[src/rtl/add_serial_pkg.sv]
// Shared types and elaboration helpers for the digit-serial adder/subtractor.
package add_serial_pkg;

  typedef enum logic [1:0] {
    StIdle = 2'd0,
    StAdd  = 2'd1,
    StDone = 2'd2
  } state_e;

  // Legal only for WIDTH >= 2 with DIGIT a non-zero divisor of WIDTH.
  function automatic bit params_ok(input int unsigned width, input int unsigned digit);
    return (width >= 2) && (digit != 0) && (digit <= width) && ((width % digit) == 0);
  endfunction

  function automatic int unsigned count_width(input int unsigned beats);
    return (beats > 1) ? $clog2(beats) : 1;
  endfunction

endpackage

[src/rtl/serial_digit_fa.sv]
// DIGIT-bit ripple-carry full adder; also exposes the carry into its top bit.
module serial_digit_fa #(
  parameter int unsigned DIGIT = 1
) (
  input  logic [DIGIT-1:0] a,
  input  logic [DIGIT-1:0] b,
  input  logic             cin,
  output logic [DIGIT-1:0] s,
  output logic             cout,
  output logic             c_msb
);

  logic [DIGIT:0] c;

  assign c[0] = cin;

  for (genvar i = 0; i < DIGIT; i++) begin : g_bit
    assign s[i]   = a[i] ^ b[i] ^ c[i];
    assign c[i+1] = (a[i] & b[i]) | (c[i] & (a[i] ^ b[i]));
  end

  assign cout  = c[DIGIT];
  assign c_msb = c[DIGIT-1];

endmodule

[src/rtl/add_serial_param.sv]
// Digit-serial adder/subtractor with valid/ready on both sides and carry/overflow flags.
// Optional saturation on signed overflow when ADD_SERIAL_SAT_EN is defined.
module add_serial_param
  import add_serial_pkg::*;
#(
  parameter int unsigned WIDTH = 8,
  parameter int unsigned DIGIT = 1
) (
  input  logic             clk,
  input  logic             rst_n,
  input  logic             in_valid,
  output logic             in_ready,
  input  logic [WIDTH-1:0] a,
  input  logic [WIDTH-1:0] b,
  input  logic             sub,
  output logic             out_valid,
  input  logic             out_ready,
  output logic [WIDTH-1:0] sum,
  output logic             carry_out,
  output logic             overflow
);

  if (!params_ok(WIDTH, DIGIT)) begin : g_bad_params
    $error("add_serial_param: WIDTH must be >= 2 and a multiple of DIGIT");
  end

  localparam int unsigned BEATS = WIDTH / DIGIT;
  localparam int unsigned CW    = count_width(BEATS);
  localparam logic [CW-1:0] LastBeat = CW'(BEATS - 1);

  state_e           state_q, state_d;
  logic [WIDTH-1:0] a_q, a_d;
  logic [WIDTH-1:0] b_q, b_d;
  logic [WIDTH-1:0] sum_q, sum_d;
  logic [CW-1:0]    count_q, count_d;
  logic             carry_q, carry_d;
  logic             co_q, co_d;
  logic             ov_q, ov_d;

  logic [DIGIT-1:0]       fa_s;
  logic                   fa_cout;
  logic                   fa_cmsb;
  logic [WIDTH+DIGIT-1:0] sum_cat;

  serial_digit_fa #(
    .DIGIT(DIGIT)
  ) u_fa (
    .a    (a_q[DIGIT-1:0]),
    .b    (b_q[DIGIT-1:0]),
    .cin  (carry_q),
    .s    (fa_s),
    .cout (fa_cout),
    .c_msb(fa_cmsb)
  );

  // New digit enters from the MSB side; after BEATS shifts the LSB digit is at the bottom.
  assign sum_cat = {fa_s, sum_q};

  always_comb begin
    state_d = state_q;
    a_d     = a_q;
    b_d     = b_q;
    sum_d   = sum_q;
    count_d = count_q;
    carry_d = carry_q;
    co_d    = co_q;
    ov_d    = ov_q;

    unique case (state_q)
      StIdle: begin
        if (in_valid) begin
          a_d     = a;
          b_d     = sub ? ~b : b;
          carry_d = sub;
          count_d = '0;
          sum_d   = '0;
          state_d = StAdd;
        end
      end
      StAdd: begin
        sum_d   = sum_cat[WIDTH+DIGIT-1:DIGIT];
        a_d     = a_q >> DIGIT;
        b_d     = b_q >> DIGIT;
        carry_d = fa_cout;
        count_d = count_q + CW'(1);
        if (count_q == LastBeat) begin
          co_d    = fa_cout;
          ov_d    = fa_cmsb ^ fa_cout;
          state_d = StDone;
`ifdef ADD_SERIAL_SAT_EN
          // a_q now holds only the top digit of A, so its MSB is A's sign.
          if (fa_cmsb ^ fa_cout) begin
            sum_d = a_q[DIGIT-1] ? {1'b1, {(WIDTH-1){1'b0}}} : {1'b0, {(WIDTH-1){1'b1}}};
          end
`endif
        end
      end
      StDone: begin
        if (out_ready) begin
          state_d = StIdle;
        end
      end
      default: state_d = StIdle;
    endcase
  end

  always_ff @(posedge clk or negedge rst_n) begin
    if (!rst_n) begin
      state_q <= StIdle;
      a_q     <= '0;
      b_q     <= '0;
      sum_q   <= '0;
      count_q <= '0;
      carry_q <= 1'b0;
      co_q    <= 1'b0;
      ov_q    <= 1'b0;
    end else begin
      state_q <= state_d;
      a_q     <= a_d;
      b_q     <= b_d;
      sum_q   <= sum_d;
      count_q <= count_d;
      carry_q <= carry_d;
      co_q    <= co_d;
      ov_q    <= ov_d;
    end
  end

  assign in_ready  = (state_q == StIdle);
  assign out_valid = (state_q == StDone);
  assign sum       = sum_q;
  assign carry_out = co_q;
  assign overflow  = ov_q;

endmodule
[config.mk]
export PLATFORM = sky130hd
export DESIGN_NAME = add_serial_param
export DESIGN_NICKNAME = d
export VERILOG_FILES = /design/src/rtl/add_serial_pkg.sv /design/src/rtl/serial_digit_fa.sv /design/src/rtl/add_serial_param.sv
export SDC_FILE = /design/constraint.sdc
export NUM_CORES = 1
export LEC_CHECK = 0
export BUFFER_PORTS_ARGS = -buffer_cell sky130_fd_sc_hd__buf_4
export CAP_MARGIN = 20
export CORE_MARGIN = 2
export CORE_UTILIZATION = 55
export DETAILED_ROUTE_END_ITERATION = 8
export PLACE_DENSITY = 0.8
export SLEW_MARGIN = 20
export SYNTH_ARGS = -nofsm -noshare
export SYNTH_HDL_FRONTEND = slang
export SYNTH_SLANG_ARGS = --single-unit
[constraint.sdc]
create_clock -name clk -period 3.3 [get_ports clk]
set_input_delay 0.66 -clock clk [delete_from_list [all_inputs] [get_ports clk]]
set_output_delay 0.66 -clock clk [all_outputs]
set_load 0.01 [all_outputs]
==> results of run 1 <==
## sequential cells by signal, indices dropped and copies added, names as in the netlist
| signal | flops |
|---|---|
| a_q | 8 |
| b_q | 8 |
| sum | 8 |
| count_q | 3 |
| state_q | 2 |
| carry_out | 1 |
| carry_q | 1 |
| overflow | 1 |
## routing by layer
| layer | up-vias | GRT usage [%] |
|---|---|---|
| met4 | 0 | 9.302 |
| met1 | 581 | 28.89 |
| met5 | - | 0 |
| met2 | 42 | 34.48 |
| met3 | 8 | 8.844 |
| li1 | 581 | - |
## power by group
group | internal (mW) | switching (mW)
combinational | 0.286 | 0.262
clock | 0.158 | 0.142
sequential | 0.543 | 0.154
## final timing paths
check | to | cells after the start | slack [ps]
worst max-delay path | out_valid | 3 | 1070
max in group asynchronous | carry_q | 1 | 2790
worst min register to register | carry_out | 2 | 500
worst max register to register | a_q[5] | 4 | 1250
worst min-delay path | sum[3] | 1 | 230
min in group clk | state_q[1] | 2 | 490
## cell usage after synthesis, types with 3 or more instances
library cell / number
inv_1: 10
a21oi_1: 9
a22o_1: 9
dfrtp_1: 32
o32ai_1: 6
nor2b_1: 10
buf_2: 11
a22oi_1: 8
a2bb2oi_1: 3
nand2_1: 6
o21ai_0: 15
a221o_1: 6
xnor2_1: 7
## through the flow
stage	total power, mW	cell area, µm²	cells
2_1_floorplan	1.044	1558	146
3_3_place_gp	1.208	1785	198
3_5_place_dp	1.253	1785	198
4_1_cts	1.551	1866	206
5_1_grt	1.660	1866	206
6_report	1.545	1866	206
## area by class of cell
class	count	area (µm²)
sequential	32	800.8
clock inverter	3	42.54
timing repair buffer	33	247.7
inverter	10	37.54
clock buffer	5	37.54
fill	219	868.3
tap	31	38.79
multi-input combinational	92	660.6
## cell families after synthesis
family,after synthesis,synth area share [%]
xor gates and xnor gates,9,5.061
adders and majority gates,3,2.891
DFF,32,51.41
AOI/OAI and AO/OA,58,26.51
buffers and inverters,22,6.185
and+or+nand+nor,22,7.952
==> metrics, run 1 <==
Req. time, crit path 2640 ps; largest net degree at the start of global routing 33; final setup vio count 0; Port Buffers 32; critical path data arrival time 1570 ps; total congestion overflow 0; Worst path max stage delay 820 ps; setup TNS 0 ps; Seq cells post-synth 32; clk_lat worst skew about 350 ps; crit-path max FO 25; worst min-delay path category in -> async; Die Width 57.22 µm; Synth area leaders dfrtp_1 51%, a22o_1 5.1%, o21ai_0 4.8%; Ant. Diodes 0; Final Max Tran Viols 0; Yosys top cell area share 51.41%; most used flip-flop cell after synthesis dfrtp_1; Tightest Pin Transition 771.4 ps; maximum vdd ir drop 0.7023 mV; initial core utilization 56.98%; leading cell type in the layout, fill and taps excluded buf_4; Layout Nets 198; register area share after synthesis just over 50%; leakage between 0.8 and 0.9 nW; pre-CTS setup slack 1310 ps; Critical Path End Type primary output; postcts setup bufs 0; H-tree levels 2; post-CTS resize count 0; Distinct cells, synth 24; critical path's top delay family flip-flops; CTS buffer count 5; # hold bufs at CTS 0; # IOs 33; clock skew 5.509 ps; metal2 WL 1597 µm; die area roughly 3300 µm²; Startpoint Class flop; DR top layer met4; via count 1212; Detail Route Antenna Nets 0; PwrDens a little over 800 nW/µm²; first-pass GRT wire length about 5500 µm; initial antenna violation count 0; drt drc 0; fraction of registers with async set/reset 100.0%; RSZ-0062 raised after global routing no; Worst slew margin 48.47%; time the worst path needs with I/O delays and setup 2231 ps; Mapped Nets 170; Final period util 67.61%; root buffer cell clkbuf_4; Final HPWL DP about 2200 µm; vias in the first global route 1171; WL per Instance 15.97 µm; endpoints failing hold 0; fmax 448.2 MHz; Clock Path Buffers 2; TritonRoute pass-1 iters 4; CP max stage cell dfrtp_1; post-DR vias/cell 5.883; layout overhead on the synthesized area 19.76%; final setup margin 1069 ps; outcome finished clean; clock tree sinks 32; most frequent cells in the layout 33 x buf_4, 32 x dfrtp_1, 15 x o21ai_0, 10 x inv_1, 10 x nor2b_1; met3 wire length 234 µm; Cells after Synth 146; Core ar. about 2700 µm²; Setup crit start state_q[0]; post-synth design cell area around 1600 µm²; FP Rows 19; TritonCTS clock tree yes; CP Buf/Inv Count 2; Synth area leader dfrtp_1; share of cells above drive strength 1 23.43%; hold_ws 228.1 ps; Avg Inst Size Synth 10.67 µm²; RD Place Congestion 0.7271; synth warn 0; wire length on met1 around 1400 µm; Post-Route Utilization 68.24%; DR iter-0 viols 44; Max-cap violations 0; DRT Wirelength 3289 µm; critical-path cell list nand2b_1 -> inv_1 -> buf_4; All-Layer GR Usage ~23%; EDFF count, synth 0; clock slew at reported path FFs 100 ps; die height 57.22 µm; RR Startpoint state_q[0]; Crit Path Class reg -> out
(Power assumes the default switching activity.)
==> run 2: changes to the inputs <==
--- a/config.mk
+++ b/config.mk
@@ -8,9 +8,9 @@
 export BUFFER_PORTS_ARGS = -buffer_cell sky130_fd_sc_hd__buf_4
 export CAP_MARGIN = 20
 export CORE_MARGIN = 2
-export CORE_UTILIZATION = 55
+export CORE_UTILIZATION = 53
 export DETAILED_ROUTE_END_ITERATION = 8
-export PLACE_DENSITY = 0.8
+export PLACE_DENSITY = 0.78
 export SLEW_MARGIN = 20
 export SYNTH_ARGS = -nofsm -noshare
 export SYNTH_HDL_FRONTEND = slang
==> constraint.sdc (replaced) <==
create_clock -name clk -period 2.2 [get_ports clk]
set_input_delay 0.44 -clock clk [delete_from_list [all_inputs] [get_ports clk]]
set_output_delay 0.44 -clock clk [all_outputs]
set_load 0.01 [all_outputs]
==> metrics, run 2 (synthesis gave the netlist of run 1 again) <==
outcome finished clean; Worst slew margin between 40% and 50%; RSZ-0062 raised after global routing no; All-Layer GR Usage between 20% and 30%; initial core utilization 56.01%; TritonRoute pass-1 iters 4; Port Buffers 32; root buffer cell clkbuf_4; Crit Path Class reg -> out; FP Rows 19; DR iter-0 viols 43; share of cells above drive strength 1 24.72%; post-CTS resize count 0; total congestion overflow 0; Final HPWL DP 2230 µm; leading cell type in the layout, fill and taps excluded buf_4; WL per Instance 15.86 µm; Critical Path End Type primary output; Startpoint Class flop; drt drc 0; RD Place Congestion 0.7209; time the worst path needs with I/O delays and setup 1942 ps; clock slew at reported path FFs around 100 ps; H-tree levels 2; Ant. Diodes 0; clk_lat worst skew 340 ps; Final period util 88.26%; post-DR vias/cell 5.928; TritonCTS clock tree yes; fill count 217; clock tree sinks 32; critical path data arrival time 1500 ps; final instance area approximately 1900 µm²; dpl cell area between 1500 and 2000 µm²; crit-path max FO 16; die area 3389 µm²; # hold bufs at CTS 0; endpoints failing hold 0; worst min-delay path category in -> async; layout overhead on the synthesized area 20.00%; Final Max Tran Viols 0; fmax 515.0 MHz; Core ar. 2781 µm²; initial antenna violation count 0; first-pass GRT wire length 5720 µm; leakage ~0.86 nW; # IOs 33; Layout Nets 201; Post-Route Utilization 67.21%; Req. time, crit path 1760 ps; Tightest Pin Transition ~820 ps; die height 58.22 µm; DRT Wirelength 3314 µm; postcts setup bufs 0; CTS buffer count 5; most frequent cells in the layout 36 x buf_4, 32 x dfrtp_1, 15 x o21ai_0, 10 x inv_1, 10 x nor2b_1; Die Width 58.22 µm; largest net degree at the start of global routing 33; Clock Path Buffers 2; final setup vio count 0; setup TNS 0 ps; PwrDens 1195 nW/µm²; via count between 1000 and 1500; Final Power 2.234 mW; Detail Route Antenna Nets 0; maximum vdd ir drop 0.8785 mV; Max-cap violations 0; hold_ws 21.80 ps; clock skew roughly 3.7 ps; vias in the first global route 1226
run 2: cell type report:
cell class	count	area (µm²)	area share, %
Clock inverter	2	10.01	0.5355
Clock buffer	6	51.30	2.744
Sequential cell	32	800.8	42.84
Multi-Input combinational cell	92	660.6	35.34
Inverter	10	37.54	2.008
Tap cell	31	38.79	2.075
Timing Repair Buffer	36	270.3	14.46
run 2: final timing paths:
check	cells past startpoint	to	slack, ps	start
max reg2reg	4	b_q[0]	530	state_q[1]
max in group asynchronous	1	b_q[5]	1880	rst_n
min	1	count_q[1]	20	rst_n
max	4	out_valid	260	state_q[1]
min in group clk	2	state_q[1]	320	out_ready
min reg2reg	1	count_q[1]	510	count_q[1]
run 2: critical path, cell delays in order, from the launching register on:
cell,delay [ps]
dfrtp_1,650
buf_4,260
nand2b_1,80
inv_1,60
buf_4,110
run 2: where the power goes:
group / leakage [nW] / internal (mW) / switching (mW)
clock: 0.0380 / 0.152 / 0.204
combinational: 0.405 / 0.444 / 0.436
sequential: 0.418 / 0.815 / 0.184
run 2: metal layers:
metal	GRT usage, %	routed length, µm	up-vias
met5	0	0	-
met4	9.635	63	0
met1	29.39	1467	607
met2	34.90	1629	34
met3	6.920	153	7
li1	-	-	591
run 2: stage by stage:
step	setup WS (ps)	instances
global route	164.1	209
CTS	271.9	209
global placement	645.2	201
floorplan	853.3	146
finish	258.2	209
detailed placement	585.7	201
